## src/rtl/mxint_add_sub_seq.sv

```systemverilog
`default_nettype none
// mxint_add_sub_seq: multi-cycle MXINT block adder/subtractor (align, LANES-wide add/sub, renormalise).
// Rev 1.0
module mxint_add_sub_seq #(
  parameter int ELEM_WIDTH  = 8,
  parameter int SCALE_WIDTH = 8,
  parameter int BLOCK_SIZE  = 32,
  parameter int LANES       = 4
) (
  input  logic                             i_clk,
  input  logic                             i_rst_n,
  input  logic                             i_valid,
  output logic                             o_ready,
  input  logic                             i_is_add,
  input  logic [SCALE_WIDTH-1:0]           i_scale_a,
  input  logic [BLOCK_SIZE*ELEM_WIDTH-1:0] i_elements_a,
  input  logic [SCALE_WIDTH-1:0]           i_scale_b,
  input  logic [BLOCK_SIZE*ELEM_WIDTH-1:0] i_elements_b,
  output logic                             o_valid,
  input  logic                             i_ready,
  output logic [SCALE_WIDTH-1:0]           o_scale,
  output logic [BLOCK_SIZE*ELEM_WIDTH-1:0] o_elements,
  output logic                             o_sat
);

  localparam int NBEATS  = BLOCK_SIZE / LANES;
  localparam int BEAT_W  = (NBEATS > 1) ? $clog2(NBEATS) : 1;
  localparam int IDX_W   = (BLOCK_SIZE > 1) ? $clog2(BLOCK_SIZE) : 1;
  localparam int SUM_W   = ELEM_WIDTH + 1;
  localparam int SHAMT_W = (ELEM_WIDTH > 2) ? $clog2(ELEM_WIDTH) : 1;
  localparam int DATA_W  = BLOCK_SIZE * ELEM_WIDTH;

  localparam logic [1:0] S_IDLE    = 2'd0;
  localparam logic [1:0] S_COMPUTE = 2'd1;
  localparam logic [1:0] S_NORM    = 2'd2;
  localparam logic [1:0] S_OUT     = 2'd3;

  localparam logic [BEAT_W-1:0]      LAST_BEAT = BEAT_W'(NBEATS - 1);
  localparam logic [SCALE_WIDTH-1:0] SCALE_NAN = {SCALE_WIDTH{1'b1}};
  localparam logic [SCALE_WIDTH-1:0] SCALE_SAT = {{(SCALE_WIDTH-1){1'b1}}, 1'b0};
  localparam logic [SCALE_WIDTH-1:0] SHIFT_CAP = SCALE_WIDTH'(ELEM_WIDTH - 1);
  localparam logic [ELEM_WIDTH-1:0]  ELEM_MAX  = {1'b0, {(ELEM_WIDTH-1){1'b1}}};
  localparam logic [ELEM_WIDTH-1:0]  ELEM_MIN  = {1'b1, {(ELEM_WIDTH-1){1'b0}}};

  logic [1:0]             state;
  logic [1:0]             state_next;
  logic                   accept;
  logic                   beat_en;
  logic                   norm_en;
  logic                   done_out;

  logic [BEAT_W-1:0]      beat;
  logic                   ovf;
  logic [SCALE_WIDTH-1:0] scale_a;
  logic [SCALE_WIDTH-1:0] scale_b;
  logic [DATA_W-1:0]      elems_a;
  logic [DATA_W-1:0]      elems_b;
  logic                   is_add;

  logic                   a_ge_b;
  logic [SCALE_WIDTH-1:0] s_max;
  logic [SCALE_WIDTH-1:0] diff;
  logic [SHAMT_W-1:0]     shamt;
  logic                   nan;
  logic [SCALE_WIDTH-1:0] norm_scale;
  logic                   norm_sat;
  logic [DATA_W-1:0]      norm_elements;

  logic [ELEM_WIDTH-1:0]  elem_a  [BLOCK_SIZE];
  logic [ELEM_WIDTH-1:0]  elem_b  [BLOCK_SIZE];
  logic [SUM_W-1:0]       sum_buf [BLOCK_SIZE];
  logic [SUM_W-1:0]       lane_sum [LANES];
  logic [LANES-1:0]       lane_ovf;

  always_ff @(posedge i_clk or negedge i_rst_n) begin
    if (!i_rst_n) state <= S_IDLE;
    else          state <= state_next;
  end

  always_comb begin
    state_next = state;
    case (state)
      S_IDLE:    if (accept) state_next = S_COMPUTE;
      S_COMPUTE: if (beat == LAST_BEAT) state_next = S_NORM;
      S_NORM:    state_next = S_OUT;
      S_OUT:     if (done_out) state_next = S_IDLE;
      default:   state_next = S_IDLE;
    endcase
  end

  always_comb begin
    accept   = 1'b0;
    beat_en  = 1'b0;
    norm_en  = 1'b0;
    done_out = 1'b0;
    case (state)
      S_IDLE:    accept   = i_valid & o_ready;
      S_COMPUTE: beat_en  = 1'b1;
      S_NORM:    norm_en  = 1'b1;
      S_OUT:     done_out = o_valid & i_ready;
      default:   ;
    endcase
  end

  always_ff @(posedge i_clk or negedge i_rst_n) begin
    if (!i_rst_n) begin
      scale_a <= '0;
      scale_b <= '0;
      elems_a <= '0;
      elems_b <= '0;
      is_add  <= 1'b0;
    end else if (accept) begin
      scale_a <= i_scale_a;
      scale_b <= i_scale_b;
      elems_a <= i_elements_a;
      elems_b <= i_elements_b;
      is_add  <= i_is_add;
    end
  end

  always_ff @(posedge i_clk or negedge i_rst_n) begin
    if (!i_rst_n) begin
      beat <= '0;
      ovf  <= 1'b0;
    end else begin
      if (beat_en) begin
        beat <= (beat == LAST_BEAT) ? '0 : beat + 1'b1;
        ovf  <= ovf | (|lane_ovf);
      end
      if (done_out) ovf <= 1'b0;
    end
  end

  // Distances beyond ELEM_WIDTH-1 already leave only sign bits, so the shift is capped.
  always_comb begin
    a_ge_b = (scale_a >= scale_b);
    s_max  = a_ge_b ? scale_a : scale_b;
    diff   = a_ge_b ? (scale_a - scale_b) : (scale_b - scale_a);
    shamt  = (diff > SHIFT_CAP) ? SHAMT_W'(SHIFT_CAP) : SHAMT_W'(diff);
    nan    = (scale_a == SCALE_NAN) || (scale_b == SCALE_NAN);
    norm_sat = !nan && ovf && (s_max == SCALE_SAT);
    if (nan)                     norm_scale = SCALE_NAN;
    else if (!ovf)               norm_scale = s_max;
    else if (s_max != SCALE_SAT) norm_scale = s_max + 1'b1;
    else                         norm_scale = s_max;
  end

  for (genvar k = 0; k < BLOCK_SIZE; k++) begin : g_unpack
    assign elem_a[k] = elems_a[k*ELEM_WIDTH +: ELEM_WIDTH];
    assign elem_b[k] = elems_b[k*ELEM_WIDTH +: ELEM_WIDTH];
  end

  for (genvar l = 0; l < LANES; l++) begin : g_lane
    logic [IDX_W-1:0]             idx;
    logic signed [ELEM_WIDTH-1:0] a_raw;
    logic signed [ELEM_WIDTH-1:0] b_raw;
    logic signed [ELEM_WIDTH-1:0] a_al;
    logic signed [ELEM_WIDTH-1:0] b_al;
    logic signed [SUM_W-1:0]      a_ext;
    logic signed [SUM_W-1:0]      b_ext;

    assign idx   = IDX_W'(beat) * IDX_W'(LANES) + IDX_W'(l);
    assign a_raw = elem_a[idx];
    assign b_raw = elem_b[idx];
    assign a_al  = a_ge_b ? a_raw : (a_raw >>> shamt);
    assign b_al  = a_ge_b ? (b_raw >>> shamt) : b_raw;
    assign a_ext = {a_al[ELEM_WIDTH-1], a_al};
    assign b_ext = {b_al[ELEM_WIDTH-1], b_al};
    assign lane_sum[l] = is_add ? (a_ext + b_ext) : (a_ext - b_ext);
    assign lane_ovf[l] = lane_sum[l][ELEM_WIDTH] ^ lane_sum[l][ELEM_WIDTH-1];
  end

  for (genvar k = 0; k < BLOCK_SIZE; k++) begin : g_elem
    localparam int                LANE    = k % LANES;
    localparam logic [BEAT_W-1:0] MY_BEAT = BEAT_W'(k / LANES);
    logic [ELEM_WIDTH-1:0] norm_el;

    always_ff @(posedge i_clk or negedge i_rst_n) begin
      if (!i_rst_n)                         sum_buf[k] <= '0;
      else if (beat_en && beat == MY_BEAT)  sum_buf[k] <= lane_sum[LANE];
    end

    always_comb begin
      if (nan)
        norm_el = '0;
      else if (!ovf)
        norm_el = sum_buf[k][ELEM_WIDTH-1:0];
      else if (s_max != SCALE_SAT)
        norm_el = sum_buf[k][ELEM_WIDTH:1];
      else if (sum_buf[k][ELEM_WIDTH] != sum_buf[k][ELEM_WIDTH-1])
        norm_el = sum_buf[k][ELEM_WIDTH] ? ELEM_MIN : ELEM_MAX;
      else
        norm_el = sum_buf[k][ELEM_WIDTH-1:0];
    end

    assign norm_elements[k*ELEM_WIDTH +: ELEM_WIDTH] = norm_el;
  end

  always_ff @(posedge i_clk or negedge i_rst_n) begin
    if (!i_rst_n) begin
      o_valid    <= 1'b0;
      o_scale    <= '0;
      o_elements <= '0;
      o_sat      <= 1'b0;
      o_ready    <= 1'b0;
    end else begin
      if (norm_en) begin
        o_valid    <= 1'b1;
        o_scale    <= norm_scale;
        o_elements <= norm_elements;
        o_sat      <= norm_sat;
      end else if (done_out) begin
        o_valid    <= 1'b0;
      end
      if (accept)                            o_ready <= 1'b0;
      else if (state == S_IDLE || done_out)  o_ready <= 1'b1;
    end
  end

endmodule
`default_nettype wire
```

## config.mk

```make
export PLATFORM = sky130hd
export DESIGN_NAME = mxint_add_sub_seq
export DESIGN_NICKNAME = d
export VERILOG_FILES = /design/src/rtl/mxint_add_sub_seq.sv
export SDC_FILE = /design/constraint.sdc
export NUM_CORES = 2
export LEC_CHECK = 0
export ABC_CLOCK_PERIOD_IN_PS = 5950
export CAP_MARGIN = 15
export CORE_MARGIN = 2
export CORE_UTILIZATION = 41
export CTS_BUF_LIST = sky130_fd_sc_hd__clkbuf_8
export CTS_CLUSTER_SIZE = 12
export DETAILED_ROUTE_END_ITERATION = 12
export PLACE_DENSITY = 0.66
export SETUP_SLACK_MARGIN = 0.05
export SYNTH_ARGS = -nofsm -noshare
export SYNTH_HDL_FRONTEND = slang
export SYNTH_SLANG_ARGS = --single-unit
```

## constraint.sdc

```tcl
create_clock -name i_clk -period 5.95 [get_ports i_clk]
set_input_delay 1.19 -clock i_clk [delete_from_list [all_inputs] [get_ports i_clk]]
set_output_delay 1.19 -clock i_clk [all_outputs]
set_load 0.02 [all_outputs]
```

* Word-level counts from Yosys, hierarchy flattened *
Index checks and enable logic that the tools add are counted.

storage, ports and cells
  flip-flop bits (word level) = 1,090
  bits of input ports = 533
  output and inout bits = 267
  logic and storage cells = 371

operators by class
  add/sub/neg operators = 15
  $lt $le $gt $ge = 6
  eq/ne operators = 49
  shift-type cells = 8
  muxes and demuxes = 217
  bitwise gates (word level) = 11
  reduce and logical (&&, ||, !) cells = 20

operators with widths
  cell                   count
  $mux W8                189
  $bmux W8 S5            8
  $sshr A8 B3 Y8         8
  $add A8 B8 Y9          4
  $mux W9                4
  $sub A8 B8 Y9          4
  $ne A1 B1 Y1           32
  $eq A8 B8 Y1 const B   3
  $ge A6 B6 Y1 const B   4
  $not A5 Y6             4
  $sub A8 B8 Y8          2
  $eq A3 B3 Y1 const B   4
  $add A5 B2 Y5 const B  2
  $logic_and A1 B1 Y1    10
  $mux W1                10
  $add A8 B1 Y8 const B  1
  $ge A8 B8 Y1           1
  $gt A8 B3 Y1 const B   1
  $ne A8 B8 Y1 const B   1
  $pmux W2 S4            1
  $eq A3 B2 Y1 const B   2
  $mux W2                3
  $mux W3                2
  $ne A2 B2 Y1 const B   3
  15 further kinds       23

* Depth between registers and ports, before layout *
  word-level depth = 14
  gate-level depth with buffers = 32
  gate-level depth less buffers = 29

* Least setup slack after synthesis *
No wires, ideal clock.

  path kind = register -> register
  start point = reg scale_a[0]
  end point = reg ovf
  library setup time = 0.133 ns
  arrival = 5.921 ns
  required time = 5.817 ns
  path slack = -0.104 ns
  stages on the path, launching flop included = 29
  buffers on the path = 1
  period minus slack after synthesis = 6.054 ns
  cells stage by stage = dfrtp_1 > inv_1 > ha_1 > inv_1 > fa_1 > and3_1 > or4_1 > a211oi_2 > o211a_1 > nand3_2 > a21oi_2 > buf_4 > nor2_1 > o311ai_1 > a31oi_1 > ha_1 > nor2_1 > a21oi_1 > ha_1 > a21o_1 > a21oi_1 > o21bai_1 > a21oi_1 > o21bai_1 > a21oi_1 > xor2_1 > xnor3_1 > a211oi_1 > a31oi_1

between the ends
  longest elaborated chain between the ends = 13
  elaborated cells between the ends (all ways) = 42
  classes of those cells = 10 x add/sub; 2 x order compare; 8 x shift; 16 x mux; 5 x bitwise; 1 x reduce/logical

ends and longest elaborated chain
  what                                                   RTL line  RTL
  from (decl)                                            54        logic [SCALE_WIDTH-1:0] scale_a;
  from (signal assigned)                                 113       scale_a <= i_scale_a;
  $sub A8 B8 Y8 / $ge A8 B8 Y1 (equally long branches)   138, 136
  $mux W8                                                138       diff = a_ge_b ? (scale_a - scale_b) : (scale_b - scale_a);
  $gt A8 B3 Y1                                           139       shamt = (diff > SHIFT_CAP) ? SHAMT_W'(SHIFT_CAP) : SHAMT_W'(diff);
  $mux W3                                                139
  $sshr A8 B3 Y8 (on tied branches)                      165, 166
  $mux W8 (on tied branches)                             165, 166
  $sub A8 B8 Y9 / $add A8 B8 Y9 (equally long branches)  169       assign lane_sum[l] = is_add ? (a_ext + b_ext) : (a_ext - b_ext);
  $mux W9                                                169
  $xor A1 B1 Y1                                          170       assign lane_ovf[l] = lane_sum[l][ELEM_WIDTH] ^ lane_sum[l][ELEM_WIDTH-1];
  $reduce_or A4 Y1 *                                     128       ovf <= ovf | (|lane_ovf);
  $or A1 B1 Y1 *                                         128
  $mux W1 *                                              126       if (beat_en) begin
  $mux W1 *                                              130       if (done_out) ovf <= 1'b0;
  to (signal assigned)                                   128
  to (decl)                                              53        logic ovf;

Mark *: on every way between the ends. The rest lies on a longest branch, timed or not. The select of a mux whose other input is x is not followed.
A chain may end at the register's enable or synchronous reset.

* Worst setup path in the final report *
Ends and elaborated chain as after synthesis.

==> summary.txt <==
cell with the most instances after synthesis -> dfrtp_1
vias per inst -> 5.58
HP Class -> in2async
register area share after synthesis -> 50.4%
status -> completed
flops & latches, synth -> 1,090
Highest Signal Layer -> met5
Max Fclk -> 171 MHz
total grt overflow -> 0
clk slew on worst S/H paths -> 0.07 ns
number of synthesized flops with an enable pin -> 0
die height -> 367 µm
vias in the first global route -> 44,200
largest area contributor in the netlist -> dfrtp_1
Synth Warn # -> 0
num ports -> 800
initial antenna violation count -> 60
Core Region -> 131,000 µm²
Final nets -> 6,610
critical path's slowest cell -> xnor3_1
Post-synth top cells -> dfrtp_1 (1,090), o21ai_0 (652), mux2_2 (578)
skew final -> 0.0893 ns
Yosys top cell area share -> 50.4%
post-route design area -> 70,700 µm²
Num CTS Buffers -> 183
Final Critical Period -> 5.84 ns
class of the most critical setup path -> reg2reg
RePlAce Congestion -> 0.924
die extent in x -> 367 µm
Layout area overhead -> 30.8%
slew margin rel. -> 23.8%
Remaining DRCs -> 0
M1 WL -> 79,300 µm
final slew viol count -> 0
final setup fails -> 0
metal3 WL -> 15,700 µm
CP endpoint kind -> register
top cells by area, synth -> dfrtp_1 (50%), mux2_2 (12%), o21ai_0 (6.0%), mux4_2 (5.7%), nand2_1 (3.4%)
Most used DFF post-synth -> dfrtp_1
Worst Tran Pin Value -> 1.14 ns
Worst Path Required -> 6.73 ns
cell count after synthesis -> 5,001
Placed Area -> 66,000 µm²
Hold-fix buffers, CTS -> 0
Cell Rows -> 133
first-pass GRT wire length -> 290,000 µm
crit path max fanout -> 5
Critical Path Max Stage Delay -> 0.44 ns
CTS tree -> yes
Max-Cap Viols -> 0
Reg2Reg Depth -> 27
fillers -> 11,600
largest net degree at the start of global routing -> 252
Startpoint Class -> register
TritonRoute pass-1 iters -> 6
worst skew pair latency -> 0.95 ns
IO buf count -> 799
drt total wl -> 195,000 µm
Cell variety after synth -> 98
Antenna Nets Post-Route -> 0
RSZ-0062 raised after global routing -> true
via count -> 44,300
Worst EP arrival -> 6.62 ns
Syn Nets -> 5,603
Routed wire per std cell -> 24.5 µm
CTS Root Cell -> clkbuf_8
final period utilization -> 98.1%
1st-iter DRT viols -> 3,971
mapped cell area -> 54,100 µm²
share of post-route cells with drive strength above 1 -> 24.6%
H-tree depth -> 4
syn avg cell area -> 10.8 µm²
dpl hpwl -> 143,000 µm
Sink Count -> 1,090
met2 wire length -> 91,700 µm
Post-synth ARST share -> 100%
largest buffer count on any clock path -> 3
area of the die -> 135,000 µm²
hold slack final -> 0.267 ns
Initial Util -> 41.2%
GRT Total Usage -> 28.6%
final hold vios -> 0
critical path, delay by kind of cell (launching register included):
family,cells,cell delay [ns]
adders and majority gates,4,1.12
DFF,1,0.40
xor gates and xnor gates,2,0.65
buffers and inverters,3,0.25
and+or+nand+nor,5,0.90
AOI/OAI and AO/OA,13,2.39
sequential cells by signal, summed over array words and instances, names as in the netlist, 2 cells and up:
signal / count
beat: 3
elems_a: 256
elems_b: 256
o_elements: 256
o_scale: 8
scale_a: 8
scale_b: 8
state: 2
sum_buf: 288
cell usage in the layout (no fill, tap or decap), types with 14 or more instances in the layout:
cell,count
a21o_1,47
a21oi_1,126
a21oi_2,31
a22oi_1,51
a31oi_1,19
buf_12,37
buf_4,309
clkbuf_8,223
clkdlybuf4s50_1,798
clkinv_2,21
dfrtp_1,1086
diode_2,25
ha_1,55
inv_1,367
maj3_1,18
mux2_2,578
mux2i_1,81
mux4_2,136
nand2_1,480
nand2b_1,21
nand3_1,24
nor2_1,323
nor2b_1,27
nor3_1,18
o211ai_1,181
o21ai_0,635
o21ai_1,39
o21ai_2,14
o21bai_1,16
o22ai_1,81
xnor2_1,25
xnor2_2,19
xor2_1,15
per-stage QoR:
stage | util, % | setup slack, ns | TNS, ns | cells
floorplan | - | 0.101 | 0 | 5001
global placement | 50.3 | -0.204 | -1.03 | 7526
detailed placement | 50.3 | -0.332 | -4.28 | 7526
CTS | 53.6 | -0.0446 | -0.0446 | 7893
global route | 53.9 | -0.124 | -1.83 | 7930
finish | 53.9 | 0.113 | 0 | 7934
worst paths after layout:
| path | slack [ns] | from | endpoint |
|---|---|---|---|
| worst min-delay path | 0.27 | i_rst_n | o_elements[93]$_DFFE_PN0P_ |
| worst max-delay path | 0.11 | scale_a[0]$_DFFE_PN0P_ | ovf$_DFFE_PN0P_ |
| max in group asynchronous | 4.29 | i_rst_n | elems_a[73]$_DFFE_PN0P_ |
| worst min register to register | 0.50 | elems_a[198]$_DFFE_PN0P_ | elems_a[198]$_DFFE_PN0P_ |
| worst max register to register | 0.11 | scale_a[0]$_DFFE_PN0P_ | ovf$_DFFE_PN0P_ |
| min in group i_clk | 0.50 | elems_a[198]$_DFFE_PN0P_ | elems_a[198]$_DFFE_PN0P_ |
cell families after synthesis:
| family | Yosys count | share of synthesized area, % |
|---|---|---|
| fa+ha+maj | 87 | 2.01 |
| compound gates | 1343 | 14.8 |
| flops | 1090 | 50.4 |
| simple gates | 971 | 7.55 |
| mux | 796 | 19.2 |
| buf+inv | 642 | 4.71 |
| xor+xnor | 72 | 1.25 |
per-layer routing:
layer / vias to the layer above / global-route usage, %
met5: - / 0
met4: 42 / 11.4
met3: 398 / 7.64
met2: 1758 / 45.9
met1: 22300 / 36.9
li1: 19800 / -
layout make-up:
type	count	area (µm²)	area share [%]
multi-input combinational	3269	25000	35.3
clock buffer	223	3070	4.34
timing repair buffer	1155	11200	15.8
clock inverter	108	792	1.12
inverter	309	1160	1.64
antenna	25	62.6	0.0884
tap	1755	2200	3.10
sequential	1090	27300	38.6
repair_timing:
action | CTS | global route
pin swaps | 33 | 60
buffers inserted | 36 | 17
gates resized for setup | 48 | 76
endpoints found under the setup margin | 50 | 156
Power is left out: the tool's default activity adds up to more than one toggle a clock period on the data nets, which glitch-free logic cannot reach.
